--- config.mk ---
export PLATFORM = sky130hd
export DESIGN_NAME = uart_loader
export DESIGN_NICKNAME = d
export VERILOG_FILES = /design/src/rtl/uart_loader_pkg.sv /design/src/rtl/uart_loader_rx_byte.sv /design/src/rtl/uart_loader.sv
export SDC_FILE = /design/constraint.sdc
export NUM_CORES = 1
export LEC_CHECK = 0
export CAP_MARGIN = 20
export CORE_UTILIZATION = 45
export CTS_CLUSTER_DIAMETER = 120
export DETAILED_ROUTE_END_ITERATION = 12
export MAX_ROUTING_LAYER = met4
export PLACE_DENSITY_LB_ADDON = 0.08
export SYNTH_ARGS = -nofsm -noshare
export SYNTH_HDL_FRONTEND = slang
export SYNTH_SLANG_ARGS = --single-unit
--- constraint.sdc ---
create_clock -name clock -period 1.7 [get_ports clock]
set_input_delay 0.17 -clock clock [delete_from_list [all_inputs] [get_ports clock]]
set_output_delay 0.17 -clock clock [all_outputs]
set_load 0.05 [all_outputs]
--- src/rtl/uart_loader_pkg.sv ---
// uart_loader_pkg: byte codes, state encodings and defaults shared by the UART program loader
package uart_loader_pkg;
    localparam logic [7:0] loader_sync_byte = 8'hA5;
    localparam logic [7:0] loader_cmd_write = 8'h01;
    localparam logic [7:0] loader_cmd_go    = 8'h02;
    localparam int clk_per_bit_default = 868;

    typedef enum logic [2:0] {
        S_SYNC,
        S_CMD,
        S_ADDR,
        S_DATA,
`ifdef LOADER_CHECKSUM_EN
        S_CHK,
`endif
        S_BUS
    } loader_state_t;

    typedef enum logic [1:0] {RX_IDLE, RX_START, RX_DATA, RX_STOP} rx_state_t;
endpackage

--- src/rtl/uart_loader_rx_byte.sv ---
// uart_rx_byte: synchronised 8N1 receiver producing one strobe per good byte and a pulse per bad stop bit
module uart_rx_byte
    import uart_loader_pkg::*;
#(
    parameter int CLK_PER_BIT = clk_per_bit_default
) (
    input  logic       clock,
    input  logic       reset,
    input  logic       rx,
    output logic [7:0] rx_byte,
    output logic       byte_stb,
    output logic       stop_err
);
    localparam int CW = $clog2(CLK_PER_BIT);
    localparam logic [CW-1:0] last_cnt = CW'(CLK_PER_BIT - 1);
    localparam logic [CW-1:0] half_cnt = CW'(CLK_PER_BIT / 2 - 1);

    rx_state_t state_q, state_d;
    logic [2:0] sync_q, sync_d;
    logic [CW-1:0] cnt_q, cnt_d;
    logic [2:0] bit_q, bit_d;
    logic [7:0] sh_q, sh_d;
    logic stb_q, stb_d, err_q, err_d, rx_s;

    // sync_q[1] is the synchronised line, sync_q[2] its previous value for edge detection
    assign rx_s     = sync_q[1];
    assign rx_byte  = sh_q;
    assign byte_stb = stb_q;
    assign stop_err = err_q;

    always_ff @(posedge clock or negedge reset) begin
        if (!reset) begin
            state_q <= RX_IDLE;
            sync_q  <= '1;
            cnt_q   <= '0;
            bit_q   <= '0;
            sh_q    <= '0;
            stb_q   <= 1'b0;
            err_q   <= 1'b0;
        end else begin
            state_q <= state_d;
            sync_q  <= sync_d;
            cnt_q   <= cnt_d;
            bit_q   <= bit_d;
            sh_q    <= sh_d;
            stb_q   <= stb_d;
            err_q   <= err_d;
        end
    end

    always_comb begin
        sync_d  = {sync_q[1:0], rx};
        state_d = state_q;
        cnt_d   = cnt_q + 1'b1;
        bit_d   = bit_q;
        sh_d    = sh_q;
        stb_d   = 1'b0;
        err_d   = 1'b0;
        case (state_q)
            RX_IDLE: begin
                cnt_d = '0;
                if (sync_q[2] && !rx_s) state_d = RX_START;
            end
            RX_START: if (cnt_q == half_cnt) begin
                cnt_d   = '0;
                bit_d   = '0;
                state_d = rx_s ? RX_IDLE : RX_DATA;
            end
            RX_DATA: if (cnt_q == last_cnt) begin
                cnt_d   = '0;
                sh_d    = {rx_s, sh_q[7:1]};
                bit_d   = bit_q + 1'b1;
                state_d = (bit_q == 3'd7) ? RX_STOP : RX_DATA;
            end
            RX_STOP: if (cnt_q == last_cnt) begin
                stb_d   = rx_s;
                err_d   = !rx_s;
                state_d = RX_IDLE;
            end
            default: state_d = RX_IDLE;
        endcase
    end
endmodule

--- src/rtl/uart_loader.sv ---
// uart_loader: turns A5-framed UART packets into 32-bit bus writes and a sticky boot_done.
// Define LOADER_CHECKSUM_EN to require a trailing XOR checksum byte on WRITE packets.
module uart_loader
    import uart_loader_pkg::*;
#(
    parameter int CLK_PER_BIT = clk_per_bit_default
) (
    input  logic        clock,
    input  logic        reset,
    input  logic        uart_rx,
    output logic        mem_valid,
    output logic        mem_instr,
    output logic [31:0] mem_addr,
    output logic [31:0] mem_wdata,
    output logic [3:0]  mem_wstrb,
    input  logic [31:0] mem_rdata,
    input  logic        mem_ready,
    output logic        boot_done,
    output logic        frame_err
);
`ifdef LOADER_CHECKSUM_EN
    localparam loader_state_t data_done_state = S_CHK;
`else
    localparam loader_state_t data_done_state = S_BUS;
`endif

    loader_state_t state_q, state_d;
    logic [1:0] cnt_q, cnt_d;
    logic [31:0] addr_q, addr_d, data_q, data_d;
    logic [7:0] hold_q, hold_d;
    logic hold_vld_q, hold_vld_d, boot_q, boot_d, ferr_q, ferr_d;
    logic [7:0] rx_byte;
    logic byte_stb, stop_err, consume, overrun, unused_rdata;
`ifdef LOADER_CHECKSUM_EN
    logic [7:0] chk_q, chk_d;
`endif

    uart_rx_byte #(.CLK_PER_BIT(CLK_PER_BIT)) u_rx (
        .clock    (clock),
        .reset    (reset),
        .rx       (uart_rx),
        .rx_byte  (rx_byte),
        .byte_stb (byte_stb),
        .stop_err (stop_err)
    );

    assign mem_valid    = state_q == S_BUS;
    assign mem_instr    = 1'b0;
    assign mem_addr     = addr_q;
    assign mem_wdata    = data_q;
    assign mem_wstrb    = {4{mem_valid}};
    assign boot_done    = boot_q;
    assign frame_err    = ferr_q;
    assign unused_rdata = ^mem_rdata;

    always_ff @(posedge clock or negedge reset) begin
        if (!reset) begin
            state_q    <= S_SYNC;
            cnt_q      <= '0;
            addr_q     <= '0;
            data_q     <= '0;
            hold_q     <= '0;
            hold_vld_q <= 1'b0;
            boot_q     <= 1'b0;
            ferr_q     <= 1'b0;
        end else begin
            state_q    <= state_d;
            cnt_q      <= cnt_d;
            addr_q     <= addr_d;
            data_q     <= data_d;
            hold_q     <= hold_d;
            hold_vld_q <= hold_vld_d;
            boot_q     <= boot_d;
            ferr_q     <= ferr_d;
        end
    end

`ifdef LOADER_CHECKSUM_EN
    always_ff @(posedge clock or negedge reset) begin
        if (!reset) chk_q <= '0;
        else chk_q <= chk_d;
    end
`endif

    always_comb begin
        state_d    = state_q;
        cnt_d      = cnt_q;
        addr_d     = addr_q;
        data_d     = data_q;
        boot_d     = boot_q;
        consume    = hold_vld_q && state_q != S_BUS;
        overrun    = byte_stb && hold_vld_q && !consume;
        hold_d     = (byte_stb && !overrun) ? rx_byte : hold_q;
        hold_vld_d = (byte_stb && !overrun) || (hold_vld_q && !consume);
        ferr_d     = stop_err || overrun;
        if (consume) begin
            case (state_q)
                S_SYNC: state_d = (hold_q == loader_sync_byte) ? S_CMD : S_SYNC;
                S_CMD: begin
                    state_d = (hold_q == loader_cmd_write) ? S_ADDR : S_SYNC;
                    boot_d  = boot_q || hold_q == loader_cmd_go;
                    cnt_d   = '0;
                end
                S_ADDR: begin
                    addr_d  = {hold_q, addr_q[31:8]};
                    cnt_d   = cnt_q + 1'b1;
                    state_d = (cnt_q == 2'd3) ? S_DATA : S_ADDR;
                end
                S_DATA: begin
                    data_d  = {hold_q, data_q[31:8]};
                    cnt_d   = cnt_q + 1'b1;
                    state_d = (cnt_q == 2'd3) ? data_done_state : S_DATA;
                end
                default: state_d = state_q;
            endcase
        end
`ifdef LOADER_CHECKSUM_EN
        chk_d = !consume ? chk_q : (state_q == S_CMD) ? hold_q : chk_q ^ hold_q;
        if (consume && state_q == S_CHK) begin
            state_d = (hold_q == chk_q) ? S_BUS : S_SYNC;
            ferr_d  = ferr_d || hold_q != chk_q;
        end
`endif
        if (state_q == S_BUS && mem_ready) state_d = S_SYNC;
        // A pending bus write always finishes; any line error elsewhere restarts framing
        if ((stop_err || overrun) && state_q != S_BUS) state_d = S_SYNC;
    end
endmodule

==> impl_summary.md <==
Synth
The share of the yosys chip area belonging to registers is about three fifths. The number of distinct library cells after synthesis is 49. The warning count from the yosys run is 0.

Of all flip-flops after synthesis, the portion carrying an async set or reset was 100%. For this run, the leading register cell type out of synthesis is sky130_fd_sc_hd__dfrtp_1. The area of the mapped netlist is approximately 4400 µm². When the netlist entered floorplanning its net count stood at ~350. The number of standard cells after synthesis is around 310. The synthesized design contains 0 enable-type register cells. The register bit count reported by yosys is roughly 110. The mean cell area of the mapped netlist is between 10 and 15 µm².

STA
The worst hold slack after final layout is 209 ps. The worst path setup slack after routing is between 30 and 40 ps. Setup repair after global routing could not meet its margin everywhere.

The max-slew violation count is 0. Between clock sinks in the finished design, the worst skew comes to approximately 17 ps. Derived from the worst setup path, the maximum achievable clock frequency is ~600 MHz. The number of setup violations in the final report is 0.

The routed design could run at a clock period as short as about 1700 ps. In the finished design, the share of the clock period the worst path needs comes to a little over nine tenths. The total count of hold-check failures in the final report is 0.

Global route
The via count of the first global-routing pass came to 2684. The first global-routing pass estimated between 10 and 15 mm of wire. The maximum number of pins on one net before global-route repair is 35. The number of antenna violations at the first check in global routing is 0. The total overflow left after global routing is 0. For this run, the total global-route usage over all layers was measured as around 18%.

Placed design
The total cell area at the placement stage is ~5500 µm². After legalization and detailed placement, the total HPWL measured approximately 5.5 mm. During placement, the flow inserted port buffers numbering 74.

Routability-driven placement finished with a final weighted congestion of ~0.89. At the placement stage, the worst setup path has a slack of -18.6 ps. The placed instance count is slightly above 500.

Cells and area
The count of non-filler cells in the finished layout is approximately 540. The finished cells cover between 5000 and 6000 µm². The antenna diode instance count is 0.

The count of nets after finishing is 443. The area added between synthesis and finish is 27.8%. Cells with a size suffix above 1 make up 39.7% of the layout. The total of fill cells in the finished design is 801.

Outcome
The run finished with clean final reports.

Power
The total power per unit cell area is roughly 830 nW/µm². Across the VDD grid, the largest voltage drop is roughly 0.54 mV. The power consumption is ~4.7 mW. The leakage power of the design is 3.07 nW.

Die
For this configuration, the core starts out at a cell density of ~47%. After floorplanning, the core was divided into 35 placement rows. In this run the vertical extent of the chip is about 100 µm. The I/O pin total is ~110. The region available for standard cell placement spans 9420 µm². The die area is approximately 10000 µm². The die outline width is 101 µm.

Clocking
The latest clock arrival within the worst-skew pair is 370 ps. The H-tree generated during clock tree synthesis spans 3 levels. The clock tree root driver cell is sky130_fd_sc_hd__clkbuf_8.

The clock transition at the registers of the reported paths is about 100 ps. The clock tree buffer depth is 2. The CTS tree is built.

In this run, CTS created clock tree buffers numbering 9. CTS saw about 110 sinks.

Routing
The detail-routed via count per cell is 5.06. The DRC marker count from the first detailed-route iteration is 70. The via count of the routed design is between 2000 and 3000. The number of detailed-route iterations in the first pass is 4.

The number of remaining DRC errors is 0. Summed over all layers, the routed wires come to a little under 8 mm. The count of antenna-violating nets left after detailed routing is 0. The detail-routed net length per standard cell is between 10 and 15 µm.

Worst setup path
STA classifies the critical path startpoint as a register. The type of destination of the critical path is a register. Among cell families on the critical path, the largest total delay comes from flip-flops.

In this run the worst path has a maximum fanout of 14. The worst endpoint required time is about 2000 ps. By startpoint and endpoint, the worst setup path is classified as reg -> reg. The arrival time at the worst endpoint is between 1500 and 2000 ps. For this run, the slowest stage of the critical path takes about 370 ps. Walking the worst path, the cells encountered are ha_2 > nor4b_4 > buf_4 > nand4_4 > buf_12 > mux2_4.

Among all stages on the critical path, the largest delay is contributed by sky130_fd_sc_hd__dfrtp_1. Counting both buffers and inverters, the worst setup path holds a total of 2.

Run
The reported max-cap violation count is 0.

Hold path
The path class of the tightest hold or removal check is in -> reg.
## final timing paths
path                                start               to  slack, ps  cells past startpoint
max in group asynchronous           reset    u_rx.byte_stb        910                      3
hold reg to reg            u_rx.sync_q[0]   u_rx.sync_q[1]        360                      0
hold / removal                    uart_rx   u_rx.sync_q[0]        210                      1
min in group asynchronous           reset     mem_wdata[3]        240                      2
setup reg to reg            u_rx.cnt_q[1]  u_rx.rx_byte[5]         40                      6
setup / recovery            u_rx.cnt_q[1]  u_rx.rx_byte[5]         40                      6
## through the flow
step | utilization [%] | setup TNS (ps)
2_1_floorplan | - | -1610
3_3_place_gp | 58.6 | 0
3_5_place_dp | 58.6 | -24.1
4_1_cts | 60.1 | 0
5_1_grt | 60.4 | -146
6_report | 60.4 | 0
## routing by layer
metal | GRT usage, % | wire length, µm | vias up
li1 | - | - | 1281
met3 | 3.80 | 240 | 12
met2 | 26.6 | 3840 | 57
met4 | 7.13 | 110 | 0
met1 | 23.5 | 3680 | 1357
met5 | - | 0 | -
## logic make-up after synthesis
group                    Yosys count  synth area share [%]
AO/OA/AOI/OAI                     19                  2.98
XOR/XNOR                           8                  1.58
adder cells (fa/ha/maj)            5                  1.41
buffers and inverters             23                  3.07
flip-flops                       108                  60.8
multiplexers                      83                  21.3
other                              1                0.0843
AND/OR/NAND/NOR                   58                  8.75
## sequential cells by signal (all words and copies together), names as in the netlist, named ones only
register,cells
boot_done,1
cnt_q,2
frame_err,1
hold_q,8
hold_vld_q,1
mem_addr,32
mem_wdata,32
state_q,3
u_rx.bit_q,3
u_rx.byte_stb,1
u_rx.cnt_q,10
u_rx.rx_byte,8
u_rx.state_q,1
u_rx.stop_err,1
u_rx.sync_q,3
## power breakdown
part | internal [mW] | switching [mW]
clock | 0.560 | 0.919
sequential | 2.66 | 0.0872
combinational | 0.244 | 0.249
total | 3.46 | 1.26
## placed cells by master (no fill, tap or decap), drive strengths merged, types with 2 or more instances in the layout
cell type        n
o21ai            7
nand3            6
nor4b            4
buf             46
o211ai           3
ha               5
xnor2            3
dlygate4sd2     54
dfrtp          105
inv             11
mux2i            2
xor2             5
mux2            81
clkdlybuf4s50    2
nand4            7
nand2            5
nor2            15
clkbuf           9
and3             2
and4             2
dfstp            3
nor2b            2
nand2b           2
nor4             4
and4b            2
## synthesized netlist by cell type, types with 3 or more instances
master | instances | area [µm²]
sky130_fd_sc_hd__buf_2 | 6 | 30.0
sky130_fd_sc_hd__buf_4 | 9 | 67.6
sky130_fd_sc_hd__dfrtp_1 | 105 | 2630
sky130_fd_sc_hd__dfstp_2 | 3 | 78.8
sky130_fd_sc_hd__ha_1 | 5 | 62.6
sky130_fd_sc_hd__inv_1 | 6 | 22.5
sky130_fd_sc_hd__mux2_2 | 76 | 856
sky130_fd_sc_hd__mux2_4 | 4 | 60.1
sky130_fd_sc_hd__nand2_1 | 4 | 15.0
sky130_fd_sc_hd__nand3_1 | 6 | 30.0
sky130_fd_sc_hd__nand4_1 | 5 | 31.3
sky130_fd_sc_hd__nor2_1 | 14 | 52.6
sky130_fd_sc_hd__nor4_1 | 4 | 25.0
sky130_fd_sc_hd__nor4b_1 | 3 | 26.3
sky130_fd_sc_hd__o211ai_1 | 3 | 22.5
sky130_fd_sc_hd__o21ai_0 | 7 | 35.0
sky130_fd_sc_hd__xnor2_1 | 3 | 26.3
sky130_fd_sc_hd__xor2_1 | 5 | 43.8
## cell type report
cell class	instances	area (µm²)	area share, %
sequential	108	2710	47.6
timing repair buffer	103	977	17.2
tap	129	161	2.84
inverter	6	22.5	0.396
multi-input combinational	174	1640	28.8
clock inverter	6	55.1	0.968
clock buffer	9	124	2.18
## repair_timing
item | in CTS | in global routing
endpoints found under the hold margin | 23 | 0
resized for setup | 56 | 4
buffers inserted | 3 | 2
hold buffers | 1 | 0
endpoints found under the setup margin | 61 | 50
pin swaps | 1 | 2
Note: power is estimated with default switching activity, not from simulation.
